==> src/rtl/dvp_capture_pkg.sv <==
// Shared types and helpers for the OV2640 DVP capture stage.
package dvp_capture_pkg;

  typedef enum logic [1:0] {
    S_IDLE   = 2'd0,
    S_SKIP   = 2'd1,
    S_STREAM = 2'd2
  } state_t;

  localparam logic MODE_RAW10  = 1'b0;
  localparam logic MODE_RGB565 = 1'b1;

  localparam int CNT_W = 12;

  // Grey expansion: replicate the sensor MSBs into all three colour fields.
  function automatic logic [15:0] raw10_to_565(input logic [9:4] d);
    return {d[9:5], d[9:4], d[9:5]};
  endfunction

endpackage

==> src/rtl/dvp_pixel_packer.sv <==
// Turns registered DVP samples into 16-bit pixels (RAW10 grey or two-byte RGB565).
module dvp_pixel_packer
  import dvp_capture_pkg::*;
(
  input  logic        clk,
  input  logic        rst,
  input  logic        href,
  input  logic [9:2]  data,
  input  logic        mode,
  output logic        pixel_done,
  output logic [15:0] pixel
);

  logic       phase;
  logic [7:0] hi_byte;

  // Byte phase tracks position within an RGB565 pair; idle lines restart at phase 0.
  always_ff @(posedge clk or posedge rst) begin
    if (rst) begin
      phase   <= 1'b0;
      hi_byte <= 8'd0;
    end else if (!href) begin
      phase <= 1'b0;
    end else if (mode == MODE_RGB565) begin
      phase <= ~phase;
      if (!phase) begin
        hi_byte <= data[9:2];
      end
    end else begin
      phase <= 1'b0;
    end
  end

  // Pixel completes on every RAW10 sample, or on the second byte of an RGB565 pair.
  always_comb begin
    pixel_done = 1'b0;
    pixel      = 16'd0;
    if (!href) begin
      pixel_done = 1'b0;
    end else if (mode == MODE_RAW10) begin
      pixel_done = 1'b1;
      pixel      = raw10_to_565(data[9:4]);
    end else if (phase) begin
      pixel_done = 1'b1;
      pixel      = {hi_byte, data[9:2]};
    end else begin
      pixel_done = 1'b0;
    end
  end

endmodule

==> src/rtl/dvp_capture.sv <==
// OV2640 DVP ingest: settle-frame skipping, fixed-window crop, frame counting
// and sticky geometry errors, producing an RGB565 frame-buffer write stream.
module dvp_capture
  import dvp_capture_pkg::*;
#(
  parameter int H_RES       = 800,
  parameter int V_RES       = 600,
  parameter int SKIP_FRAMES = 2,
  parameter bit VS_POL      = 1'b1
) (
  input  logic        I_clk,
  input  logic        I_rst,
  input  logic        I_enable,
  input  logic        I_mode,
  input  logic        I_err_clr,
  input  logic        I_vsync,
  input  logic        I_href,
  input  logic [9:0]  I_data,
  output logic        O_vs_n,
  output logic        O_de,
  output logic [15:0] O_data,
  output logic [15:0] O_frame_cnt,
  output logic [1:0]  O_err
);

  localparam logic [CNT_W-1:0] H_LIM     = CNT_W'(H_RES);
  localparam logic [CNT_W-1:0] V_LIM     = CNT_W'(V_RES);
  localparam logic [CNT_W-1:0] CNT_MAX   = {CNT_W{1'b1}};
  localparam logic [7:0]       SKIP_INIT = 8'(SKIP_FRAMES);

  logic             vs_d, href_d, vs_prev, href_prev, mode_q;
  logic [9:0]       data_d;
  logic             vs_act, fs, href_v, line_end, gate;
  state_t           state, state_nxt;
  logic [7:0]       skip_cnt, skip_nxt;
  logic [CNT_W-1:0] x_cnt, y_cnt;
  logic             pixel_done;
  logic [15:0]      pixel;
  logic             de_p;
  logic [15:0]      pix_p;
  logic [1:0]       err_set;
  logic             unused_lsbs;

  // The two sensor LSBs never reach the 16-bit output in either format.
  assign unused_lsbs = ^data_d[1:0];

  assign vs_act   = (vs_d == VS_POL);
  assign fs       = vs_act && !vs_prev;
  assign href_v   = href_d && !vs_act;
  assign line_end = href_prev && !href_v;

  dvp_pixel_packer u_packer (
    .clk        (I_clk),
    .rst        (I_rst),
    .href       (href_v),
    .data       (data_d[9:2]),
    .mode       (mode_q),
    .pixel_done (pixel_done),
    .pixel      (pixel)
  );

  // Stream FSM acts only at frame start; gate also covers the entry frame's fs cycle.
  always_comb begin
    state_nxt = state;
    skip_nxt  = skip_cnt;
    if (fs) begin
      case (state)
        S_IDLE: begin
          if (!I_enable) begin
            state_nxt = S_IDLE;
          end else if (SKIP_FRAMES == 0) begin
            state_nxt = S_STREAM;
          end else begin
            state_nxt = S_SKIP;
            skip_nxt  = SKIP_INIT;
          end
        end
        S_SKIP: begin
          if (!I_enable) begin
            state_nxt = S_IDLE;
          end else if (skip_cnt <= 8'd1) begin
            state_nxt = S_STREAM;
            skip_nxt  = 8'd0;
          end else begin
            skip_nxt = skip_cnt - 8'd1;
          end
        end
        S_STREAM: begin
          if (!I_enable) begin
            state_nxt = S_IDLE;
          end else begin
            state_nxt = S_STREAM;
          end
        end
        default: state_nxt = S_IDLE;
      endcase
    end else begin
      state_nxt = state;
    end
    gate = ((state == S_STREAM) && !(fs && !I_enable)) ||
           ((state != S_STREAM) && (state_nxt == S_STREAM));
  end

  // Geometry checks only count while the frame is being streamed.
  always_comb begin
    err_set    = 2'b00;
    err_set[0] = gate && line_end && (x_cnt < H_LIM) && (y_cnt < V_LIM);
    err_set[1] = gate && fs && (state == S_STREAM) && (y_cnt < V_LIM);
  end

  // Input sampling, edge history, FSM state and mode latch.
  always_ff @(posedge I_clk or posedge I_rst) begin
    if (I_rst) begin
      vs_d      <= 1'b0;
      href_d    <= 1'b0;
      data_d    <= 10'd0;
      vs_prev   <= 1'b0;
      href_prev <= 1'b0;
      state     <= S_IDLE;
      skip_cnt  <= 8'd0;
      mode_q    <= MODE_RAW10;
    end else begin
      vs_d      <= I_vsync;
      href_d    <= I_href;
      data_d    <= I_data;
      vs_prev   <= vs_act;
      href_prev <= href_v;
      state     <= state_nxt;
      skip_cnt  <= skip_nxt;
      if (fs) begin
        mode_q <= I_mode;
      end
    end
  end

  // Saturating pixel and line position counters.
  always_ff @(posedge I_clk or posedge I_rst) begin
    if (I_rst) begin
      x_cnt <= '0;
      y_cnt <= '0;
    end else begin
      if (!href_v) begin
        x_cnt <= '0;
      end else if (pixel_done && (x_cnt != CNT_MAX)) begin
        x_cnt <= x_cnt + 12'd1;
      end
      if (fs) begin
        y_cnt <= '0;
      end else if (line_end && (y_cnt != CNT_MAX)) begin
        y_cnt <= y_cnt + 12'd1;
      end
    end
  end

  // Crop stage then output registers; a set event beats a same-cycle clear.
  always_ff @(posedge I_clk or posedge I_rst) begin
    if (I_rst) begin
      de_p        <= 1'b0;
      pix_p       <= 16'd0;
      O_de        <= 1'b0;
      O_data      <= 16'd0;
      O_vs_n      <= 1'b1;
      O_frame_cnt <= 16'd0;
      O_err       <= 2'b00;
    end else begin
      de_p   <= pixel_done && gate && (x_cnt < H_LIM) && (y_cnt < V_LIM);
      pix_p  <= pixel;
      O_de   <= de_p;
      if (de_p) begin
        O_data <= pix_p;
      end
      O_vs_n <= ~(vs_act && gate);
      if (fs && gate) begin
        O_frame_cnt <= O_frame_cnt + 16'd1;
      end
      O_err <= (I_err_clr ? 2'b00 : O_err) | err_set;
    end
  end

endmodule

==> config.mk <==
export PLATFORM = sky130hd
export DESIGN_NAME = dvp_capture
export DESIGN_NICKNAME = d
export VERILOG_FILES = /design/src/rtl/dvp_capture_pkg.sv /design/src/rtl/dvp_pixel_packer.sv /design/src/rtl/dvp_capture.sv
export SDC_FILE = /design/constraint.sdc
export NUM_CORES = 1
export LEC_CHECK = 0
export CAP_MARGIN = 10
export CORE_MARGIN = 1.5
export CORE_UTILIZATION = 45
export DETAILED_ROUTE_END_ITERATION = 7
export GPL_ROUTABILITY_DRIVEN = 0
export PLACE_DENSITY = 0.77
export RECOVER_POWER = 25
export SLEW_MARGIN = 15
export SYNTH_ARGS = -nofsm -noshare
export SYNTH_HDL_FRONTEND = slang
export SYNTH_SLANG_ARGS = --single-unit
==> constraint.sdc <==
create_clock -name I_clk -period 3.73 [get_ports I_clk]
set_input_delay 0.373 -clock I_clk [delete_from_list [all_inputs] [get_ports I_clk]]
set_output_delay 0.373 -clock I_clk [all_outputs]
set_load 0.05 [all_outputs]
# Word-level counts from Yosys, hierarchy flattened
# Index checks and enable logic that the tools add are counted.
# totals
elab_cells	90
out_inout_bits	36
reg_bits	111
in_bits	17
# op_classes
eq_ne	9
muxes	23
bitwise_logic	3
n_lt_le_gt_ge	3
addsub	4
n_reduce_logical	29
# ops
op	count
2-to-1 mux 12 bit	4
2-to-1 mux 16 bit	3
adder 12 x 1 -> 12 bit, second input constant	2
less-than comparator 12 x 10 -> 1 bit, second input constant	2
2-to-1 mux 8 bit	3
!= test 12 bit, second input constant	2
logical AND 1 bit	18
adder 16 x 1 -> 16 bit, second input constant	1
case mux 8 bit (2 select lines)	1
2-to-1 mux 2 bit	5
<= comparator 8 x 1 -> 1 bit, second input constant	1
subtractor 8 x 1 -> 8 bit, second input constant	1
2-to-1 mux 1 bit	6
!= test 2 bit, second input constant	3
case mux 2 bit (3 select lines)	1
logical NOT 1 bit	5
equality test 2 bit, second input constant	2
AND reduction 4 bit	1
nonzero test 2 bit	2
AND reduction 3 bit	1
equality test 2 x 1 -> 1 bit, second input constant	1
logical NOT 2 bit	1
!= test 2 x 1 -> 1 bit, second input constant	1
inverter 1 bit	2
other kinds (2)	2

# Longest topological paths before layout
# logic_depth
ltp_word	12
depth_mapped	7
mapped_depth_nobuf	7

# By module
# A second synthesis with hierarchy kept.
# hier_totals
hier_cells	434
area_unflattened_um2	4855.9
# modules_own_cells
module	n_inst	area_each_um2	cells_per_inst	seq_area_each_um2
dvp_capture	1	4229.1	368	2503.7
dvp_pixel_packer	1	626.9	66	225.2

# Worst setup path before layout
# No wires, ideal clock.
# synth_path
kind	reg-to-reg
from	reg skip_cnt[2]
to	reg O_frame_cnt[1]
t_required_ns	3.605
arrival_time_ns	2.197
n_path_buf	0
path_stages_with_launch	5
slack_ns	1.409
cell_sequence	dfrtp_1 or4_4 or4_4 o21ai_0 mux2_2
# synth_between
elab_chain_len	9
# synth_lines
item	line	rtl
start: declaration	dvp_capture.sv:35	logic [7:0] skip_cnt, skip_nxt;
start signal: assignment	dvp_capture.sv:129	skip_cnt <= skip_nxt;
<= comparator 8 x 1 -> 1 bit	dvp_capture.sv:81	end else if (skip_cnt <= 8'd1) begin
2-to-1 mux 2 bit	dvp_capture.sv:81	
2-to-1 mux 2 bit	dvp_capture.sv:79	if (!I_enable) begin
case mux 2 bit (3 select lines)	dvp_capture.sv:67	case (state)
2-to-1 mux 2 bit	dvp_capture.sv:66	if (fs) begin
equality test 2 bit	dvp_capture.sv:101	((state != S_STREAM) && (state_nxt == S_STREAM));
logical AND 1 bit	dvp_capture.sv:101	
logical OR 1 bit	dvp_capture.sv:100	gate = ((state == S_STREAM) && !(fs && !I_enable)) ||
logical AND 1 bit	dvp_capture.sv:173	if (fs && gate) begin
end signal: assignment	dvp_capture.sv:174	O_frame_cnt <= O_frame_cnt + 16'd1;
end: declaration	dvp_capture.sv:22	output logic [15:0] O_frame_cnt,
# Every way passes these cells.
# A chain may end at the register's enable or synchronous reset.

# Final worst setup path
# layout_path
from	reg skip_cnt[2]
to	reg O_frame_cnt[11]
# Same word-level chain as after synthesis.

==> results_dict.tcl <==
set metrics [dict create \
    cts_resized 0 \
    fillers 840 \
    cts_max_level 3 \
    min_period_ns 2.55 \
    hold_slack_ns 0.487 \
    grt_use_met2_pct 29.4 \
    rsz0062_at_grt "no" \
    ir_drop_mv 0.230 \
    critPathKind "flop to flop" \
    grt_pass1_wl_mm 15.5 \
    dr.pass1.iters 4 \
    status "finished with violations" \
    max_slew.worst_pin.slew_ns 2.43 \
    rr_startpoint "skip_cnt[2]" \
    drtIter0Drc 122 \
    path_clk_slew_ns 0.12 \
    cts_setup_buffers 0 \
    grt_util_met1_pct 23.4 \
    grt-ovfl-total 0 \
    finalCritPeriodShare_pct 68.4 \
    grt_pass1_vias 3242 \
    ys_warn_count 0 \
    finalMaxSlewViolations 59 \
    totalWireLength_mm 8.72 \
    seq_area_um2 2730 \
    cts_tree "yes" \
    violations "capacitance limit, slew limit" \
    fin_nets 490 \
    vias 3208 \
    ys_ff_latch 109 \
    syn-instance-count 414 \
    track_usage_pct 17.6 \
    crit_start "skip_cnt[2]" \
    final-setup-viol-count 0 \
    drc 0 \
    die_area_um2 10900 \
    cts_buffer_depth 2 \
    busiest_layer "met2" \
    final_layout_size_suffix_gt1_share_pct 11.6 \
    hold_viol 0 \
    hold_path.class "flop to flop" \
    grt_antenna_before_repair 0 \
    cp.required_ns 4.03 \
    routedWlPerCell_um 14.4 \
    vias_per_cell 5.29 \
    cp-end-kind "flop" \
    port_buffers 50 \
    root_buffer "clkbuf_8" \
    syn2layout_area_growth_pct 18.6 \
    p_leak_uw 0.00236 \
    power_uw 2850 \
    drv_cap 1 \
    antenna_left 0 \
    avgSynthCellArea_um2 11.2 \
    rows 36 \
    worstPathArrival_ns 2.85 \
    die_h_um 104 \
    ios 53 \
    multi_input_comb_area_um2 1800 \
    slew_headroom_pct -63.0 \
    grt_max_degree 59 \
    ys.flop_type "dfrtp_1" \
    start_util_pct 46.8 \
    hpwl_mm 6.16 \
    finalSetupTns_ns 0 \
    numCtsBuffers 9 \
    synth_area_um2 4620 \
    synth_nets 436 \
    diodes 0 \
    holdCritStartpoint "pix_p[14]" \
    power.density_nw_per_um2 520 \
    postCtsHoldBufs 0 \
    ys_types 46 \
    clk_latency_ns 0.38 \
    synthArstFlopShare_pct 100 \
    die_w_um 104 \
    crit_fanout 7 \
    coreArea_um2 9860 \
    synth_enable_flop_cells 0 \
    clock.fmax_ghz 0.392 \
    grt.met3_usage_pct 2.51 \
    synth_seq_area_share_pct 59.1 \
    skew_ns 0.0174 \
    clock_sinks 109 \
    start_kind "flop" \
]
sequential cells by signal, indices dropped and copies added, names as in the netlist, 8 cells and up:
signal / flops
pix_p: 16
data_d: 8
skip_cnt: 8
O_data: 16
y_cnt: 12
O_frame_cnt: 16
u_packer.hi_byte: 8
x_cnt: 12
through the flow:
step / area (um^2) / util [%] / setup WS, ns / std cells
floorplan: 4620 / - / 0.485 / 414
global placement: 5280 / 53.5 / 1.21 / 590
detailed placement: 5280 / 53.5 / 1.26 / 590
CTS: 5480 / 55.6 / 1.20 / 606
global route: 5480 / 55.5 / 0.948 / 606
finish: 5480 / 55.5 / 1.18 / 606
per-layer routing:
metal  routed length (um)  up-vias
met5                    0        -
li1                     -     1543
met1                 3990     1591
met3                  322        9
met2                 4270       65
met4                  130        0
cell usage after synthesis, types with 4 or more instances:
master / instances / share of area (%)
inv_1: 13 / 1.1
o21ai_0: 10 / 1.1
nand3_1: 13 / 1.4
clkbuf_1: 11 / 0.89
dfrtp_1: 108 / 59
ha_1: 5 / 1.4
xor2_1: 13 / 2.5
nor2_1: 43 / 3.5
nor2b_1: 4 / 0.54
nand4_1: 12 / 1.6
nor4_1: 7 / 0.95
nor3_1: 14 / 1.5
nand2_1: 41 / 3.3
xnor2_1: 21 / 4.0
nand2b_1: 10 / 1.4
mux2_2: 25 / 6.1
a21oi_1: 24 / 2.6
a211oi_1: 4 / 0.65
power breakdown:
part | switching, uW | internal [uW]
registers | 131 | 1330
logic | 414 | 270
clock network | 438 | 267
cell families (layout without fill, tap and decap cells):
| group | count (synthesis) | after routing | synth area share (%) |
|---|---|---|---|
| muxes | 26 | 26 | 6.31 |
| adders and majority gates | 5 | 5 | 1.35 |
| and+or+nand+nor | 163 | 163 | 17.7 |
| buffers and inverters | 25 | 84 | 2.03 |
| DFF | 109 | 109 | 59.1 |
| xor gates and xnor gates | 34 | 34 | 6.45 |
| AOI/OAI and AO/OA | 52 | 52 | 7.07 |
final timing paths:
check                                   to  slack, ns  cells past startpoint
hold reg to reg                 O_data[14]       0.49                      1
setup / recovery           O_frame_cnt[11]       1.18                      5
min in group asynchronous        pix_p[14]       1.10                      2
max in group asynchronous        href_prev       1.39                      3
setup reg to reg           O_frame_cnt[11]       1.18                      5
hold / removal                  O_data[14]       0.49                      1
area by class of cell:
type	count	area share (%)
sequential	109	49.8
multi-input combinational	280	32.8
timing repair buffer	55	9.82
tap	133	3.04
clock buffer	9	2.26
clock inverter	7	1.37
inverter	13	0.913
layout by cell type, fill, tap and decap left out, types with 7 or more instances in the layout:
cell / netlist / routed
a21oi_1: 24 / 24
clkbuf_8: 0 / 9
clkdlybuf4s50_1: 0 / 39
dfrtp_1: 108 / 108
dlygate4sd3_1: 0 / 11
inv_1: 13 / 12
mux2_2: 25 / 25
nand2_1: 41 / 41
nand2b_1: 10 / 10
nand3_1: 13 / 13
nand4_1: 12 / 12
nor2_1: 43 / 43
nor3_1: 14 / 14
nor4_1: 7 / 7
o21ai_0: 10 / 10
xnor2_1: 21 / 21
xor2_1: 13 / 13
critical path: stages (launching register included):
cell       delay [ns]
dfrtp_1          0.45
or4_4            0.56
nor4_1           0.54
a2bb2oi_1        0.38
nor4b_2          0.37
xor2_1           0.16
Power figures use the tool's default switching activity.
